[src/rtl/cal_entry_seq.sv]
// rtl/cal_entry_seq.sv - keypad entry sequencer building {a, b, op} for the ALU stage
// Optional backspace support is compiled in when CAL_BACKSPACE_EN is defined.
module cal_entry_seq #(
  parameter int WIDTH = 4
) (
  input  logic             clk,
  input  logic             rst,
  input  logic             key_valid,
  input  logic [4:0]       key_code,
  output logic             key_ready,
  output logic [WIDTH-1:0] a,
  output logic [WIDTH-1:0] b,
  output logic [1:0]       op,
  output logic             op_valid,
  input  logic             op_ready,
  output logic             err
);

  localparam logic [1:0] IDLE    = 2'd0;
  localparam logic [1:0] ENTER_A = 2'd1;
  localparam logic [1:0] ENTER_B = 2'd2;
  localparam logic [1:0] ISSUE   = 2'd3;

  localparam logic [4:0] KEY_EQ   = 5'h13;
  localparam logic [4:0] KEY_CLR  = 5'h14;

  localparam int AW = WIDTH + 4;

  logic [1:0]    state;
  logic [3:0]    bcnt;
  logic          key_fire;
  logic          is_digit;
  logic          is_opkey;
  logic          is_eq;
  logic          is_clr;
  logic [1:0]    key_op;
  logic [AW-1:0] acc_base;
  logic [AW-1:0] acc_new;
  logic          acc_ovf;

  assign key_ready = (state != ISSUE);
  assign key_fire  = key_valid & key_ready;

  always_comb begin
    is_digit = (key_code[4] == 1'b0) && (key_code[3:0] <= 4'd9);
    is_opkey = (key_code[4] == 1'b1) && (key_code[3:0] <= 4'd2);
    is_eq    = (key_code == KEY_EQ);
    is_clr   = (key_code == KEY_CLR);
    key_op   = key_code[1:0];
  end

  // Shared decimal accumulator: IDLE starts from zero, so a=d falls out of the same path.
  always_comb begin
    acc_base = '0;
    if (state == ENTER_A) acc_base = AW'(a);
    if (state == ENTER_B) acc_base = AW'(b);
    acc_new = acc_base * AW'(10) + AW'(key_code[3:0]);
    acc_ovf = |acc_new[AW-1:WIDTH];
  end

`ifdef CAL_BACKSPACE_EN
  localparam logic [4:0] KEY_BKSP = 5'h15;
  logic             is_bksp;
  logic [WIDTH-1:0] a_div;
  logic [WIDTH-1:0] b_div;

  assign is_bksp = (key_code == KEY_BKSP);
  assign a_div   = WIDTH'(AW'(a) / AW'(10));
  assign b_div   = WIDTH'(AW'(b) / AW'(10));
`endif

  always_ff @(posedge clk) begin
    err <= 1'b0;
    if (rst) begin
      state    <= IDLE;
      a        <= '0;
      b        <= '0;
      op       <= 2'b00;
      op_valid <= 1'b0;
      bcnt     <= 4'd0;
    end else if (state == ISSUE) begin
      if (op_ready) begin
        state    <= IDLE;
        a        <= '0;
        b        <= '0;
        op       <= 2'b00;
        op_valid <= 1'b0;
        bcnt     <= 4'd0;
      end
    end else if (key_fire) begin
      case (state)
        IDLE: begin
          if (is_digit) begin
            if (acc_ovf) begin
              err <= 1'b1;
            end else begin
              a     <= acc_new[WIDTH-1:0];
              state <= ENTER_A;
            end
          end else if (is_opkey) begin
            a     <= '0;
            op    <= key_op;
            state <= ENTER_B;
          end
        end
        ENTER_A: begin
          if (is_digit) begin
            if (acc_ovf) err <= 1'b1;
            else         a   <= acc_new[WIDTH-1:0];
          end else if (is_opkey) begin
            op    <= key_op;
            state <= ENTER_B;
          end else if (is_clr) begin
            a     <= '0;
            b     <= '0;
            op    <= 2'b00;
            bcnt  <= 4'd0;
            state <= IDLE;
          end
`ifdef CAL_BACKSPACE_EN
          else if (is_bksp) begin
            a <= a_div;
            if (a_div == '0) state <= IDLE;
          end
`endif
        end
        ENTER_B: begin
          if (is_digit) begin
            if (acc_ovf) begin
              err <= 1'b1;
            end else begin
              b <= acc_new[WIDTH-1:0];
              if (bcnt != 4'hF) bcnt <= bcnt + 4'd1;
            end
          end else if (is_opkey) begin
            // Operator may only be changed before any B digit: no chaining.
            if (bcnt == 4'd0) op <= key_op;
          end else if (is_eq) begin
            if (bcnt != 4'd0) begin
              op_valid <= 1'b1;
              state    <= ISSUE;
            end
          end else if (is_clr) begin
            a     <= '0;
            b     <= '0;
            op    <= 2'b00;
            bcnt  <= 4'd0;
            state <= IDLE;
          end
`ifdef CAL_BACKSPACE_EN
          else if (is_bksp) begin
            if (bcnt != 4'd0) begin
              bcnt <= bcnt - 4'd1;
              b    <= (bcnt == 4'd1) ? '0 : b_div;
            end
          end
`endif
        end
        default: ;
      endcase
    end
  end

endmodule

[config.mk]
export PLATFORM = sky130hd
export DESIGN_NAME = cal_entry_seq
export DESIGN_NICKNAME = d
export VERILOG_FILES = /design/src/rtl/cal_entry_seq.sv
export SDC_FILE = /design/constraint.sdc
export NUM_CORES = 1
export LEC_CHECK = 0
export CORE_ASPECT_RATIO = 0.6
export CORE_UTILIZATION = 25
export DETAILED_ROUTE_END_ITERATION = 16
export REMOVE_ABC_BUFFERS = 1
export SLEW_MARGIN = 20
export SYNTH_ARGS = -nofsm -noshare
export SYNTH_HDL_FRONTEND = slang
export SYNTH_SLANG_ARGS = --single-unit
[constraint.sdc]
create_clock -name clk -period 4.15 [get_ports clk]
set_input_delay 0.415 -clock clk [delete_from_list [all_inputs] [get_ports clk]]
set_output_delay 0.415 -clock clk [all_outputs]
set_load 0.02 [all_outputs]
==> impl_metrics.py, run 1 <==
metrics = {
    "critical_path": {
        "cpPeakStageDelay_ps": 540,
        "crit_fanout": 11,
        "critPathTopFamily": "adder cells",
        "worst-endpoint-required_ps": 4300,
        "path_buf_inv": 1,
        "endpoint_kind": "flip-flop",
        "crit_top_cell": "ha_1",
        "cp_slowest_cell": "fa_1",
        "reg2reg_slack_ps": 260,
        "path_cells": "ha_1 -> and3b_1 -> nor2_1 -> xnor2_1 -> ha_1 -> fa_1 -> inv_1 -> o22a_1 -> a2111oi_4 -> nand2b_2 -> and2_1 -> a31oi_1 -> mux2_2",
        "r2r.worst_path.cells": 13,
        "reg2reg_from": "state[1]",
        "cp_data_arrival_time_ps": 4040,
        "cp-start-kind": "flip-flop",
        "r2r-end": "state[0]",
        "worstSetupPathType": "reg2reg",
    },
    "outcome": {
        "status": "finished clean",
    },
    "synthesis": {
        "ys_top_cells_by_area": "dfxtp_1, ha_1, nand2_1",
        "yosysTopAreaCell": "dfxtp_1",
        "async_reset_ff_frac": 0,
        "yosys_most_used_dff": "dfxtp_1",
        "synth_seq_cells": 18,
        "synth_area_um2": 1580,
        "synth_edf_count": 0,
        "synth-warning-count": 0,
        "avgSynthCellArea_um2": 7.73,
        "yosysTopAreaCellShare": 0.227,
        "ys_seq_area_frac": 0.227,
        "synth_cell_types": 52,
        "synth_cells": 205,
    },
    "power": {
        "peakVddDrop_mv": 0.104,
        "clkPwrFrac": 0.282,
        "combPwrFrac": 0.349,
        "power_leakage_uw": 0.000688,
        "pwr-share-seq": 0.369,
        "p_sw_frac": 0.354,
        "p_sw_uw": 188,
        "powerDensity_nw_per_um2": 272,
        "internal_power_uw": 344,
    },
    "sta": {
        "worst_pin_slew_ps": 520,
        "grt_setup_unrepaired": "no",
        "slew-limit-headroom": 0.650,
        "max_freq_mhz": 257,
        "hold_viol_final": 0,
        "fin_crit_sh": 0.937,
        "fin_setup_tns_ps": 0,
        "slew_violations": 0,
        "setup_viol": 0,
        "min_period_ps": 3890,
        "clock_skew_ps": 6.62,
        "fin_ws_ps": 262,
    },
    "final_layout": {
        "fillers": 666,
        "final_core_util": 0.320,
        "layout.nets": 250,
        "fin_cells": 311,
        "diodes": 0,
        "area_growth_pct": 23.3,
        "drive_gt1_frac": 0.0661,
    },
    "global_routing": {
        "grt_pass1_vias": 1498,
        "grt_pass1_wl_um": 7590,
        "grt_overflow": 0,
        "grt_usage": 0.144,
        "grt_max_degree": 15,
        "antenna_found_initial": 0,
    },
    "hold_path": {
        "min_to": "op[1]",
        "min_path_type": "reg2reg",
        "hold_start": "op[1]",
        "hold_depth": 2,
    },
    "placement": {
        "place.gp.congestion": 0.895,
        "post-place-ws_ps": 323,
        "placed_cells": 307,
        "io_buffers": 21,
        "hpwl_um": 3480,
    },
    "routing": {
        "vias": 1622,
        "drt-pass1-iter-count": 4,
        "wl_um": 4430,
        "post-route-drc-count": 0,
        "drt-wirelength-per-cell_um": 14.3,
        "first_iter_violations": 141,
        "routed_via_density": 5.22,
        "ant_nets": 0,
    },
    "clock_tree": {
        "clk_latency_ps": 270,
        "numCtsBuffers": 3,
        "cts_tree": "built",
        "htreeDepth": 1,
        "clock_tree.root_cell": "clkbuf_8",
        "cts_setup_buffers": 0,
        "ctsResizeCount": 0,
        "cts_buffer_depth": 2,
        "cts.sinks": 18,
        "hold_buffers": 0,
        "clk_pin_slew_ps": 80,
    },
    "die": {
        "io_pins": 22,
        "die-height_um": 63.7,
        "dieArea_um2": 6670,
        "core_area_um2": 6110,
        "die_w_um": 105,
        "rows": 22,
        "initial_core_util": 0.259,
    },
    "job": {
        "max_cap_violations": 0,
    },
}
## kinds of logic after synthesis
kind of cell / synth area share
multiplexers: 0.0395
flip-flops: 0.227
XOR/XNOR: 0.0111
AO/OA/AOI/OAI: 0.324
buffers and inverters: 0.0482
adder cells (fa/ha/maj): 0.107
AND/OR/NAND/NOR: 0.243
## power groups by stage
stage | sequential [uW] | clock [uW] | combinational (uW)
finish | 196 | 150 | 186
floorplan | 202 | 0 | 119
global route | 198 | 163 | 204
detailed placement | 200 | 0 | 181
global placement | 199 | 0 | 183
CTS | 196 | 156 | 184
## worst min-delay path: stages (launching register included)
cell,delay (ps)
dfxtp_1,320
nand2_1,50
mux2i_1,50
## Yosys cell counts (5+ instances only)
cell and n:
inv_1 12, ha_1 12, nand2_1 29, clkbuf_1 5
nor2_1 16, nand3_1 5, a21oi_1 18, a31oi_1 6
o31ai_1 5, dfxtp_1 18, o21ai_0 6
## cells in the final DEF, fill, tap and decap left out, types with 3 or more instances in the layout
cell type        instances
a41oi_1                  4
nor3b_1                  4
nand3_1                  5
dfxtp_1                 18
o211ai_1                 3
o21ai_0                  6
a31o_1                   4
nand2_1                 29
a21oi_1                 18
a22oi_1                  3
clkdlybuf4s50_1         21
ha_1                    12
nor2_1                  16
mux2i_1                  4
a21o_1                   3
buf_4                    4
inv_1                   12
a32o_1                   4
clkbuf_8                 4
o31ai_1                  5
nor3_1                   3
a31oi_1                  6
## worst max path at each step
stage	from	to	slack, ps	depth (start not counted)
floorplan	state[0]	state[0]	560	14
global route	state[1]	state[0]	30	13
CTS	state[1]	state[0]	270	13
finish	state[1]	state[0]	260	13
global placement	state[1]	b[2]	430	13
detailed placement	state[1]	b[1]	320	13
## layer usage
metal / GRT usage / vias to the layer above / part of all wire
li1: - / 819 / -
met1: 0.218 / 748 / 0.55
met2: 0.195 / 52 / 0.38
met3: 0.0373 / 3 / 0.069
met4: 0.0370 / 0 / 0.0038
met5: 0 / - / 0
## registers in the layout, indices dropped and copies added, names as in the netlist
signal    count
op_valid      1
b             4
op            2
a             4
err           1
bcnt          4
state         2
## layout make-up
type                    count  area [um^2]  area share
flip-flops and latches     18          360       0.184
inverters                  12         45.0      0.0231
well taps                  84          105      0.0538
clock buffers               4         55.1      0.0282
multi-input cells         168         1150       0.587
repair buffers             25          240       0.123
## through the flow
step	cell area, um^2	total power [uW]	hold slack (ps)
global route	1950	565	493
floorplan	1550	322	484
CTS	1950	536	465
global placement	1900	382	454
detailed placement	1900	381	454
finish	1950	532	465
Power figures use the tool's default switching activity.
==> run 2, diff against run 1 <==
--- a/config.mk
+++ b/config.mk
@@ -13,3 +13,4 @@
 export SYNTH_ARGS = -nofsm -noshare
 export SYNTH_HDL_FRONTEND = slang
 export SYNTH_SLANG_ARGS = --single-unit
+export TNS_END_PERCENT = 50
==> results of run 2 <==
No change in the layout: final DEF, timing and power equal those of run 1.
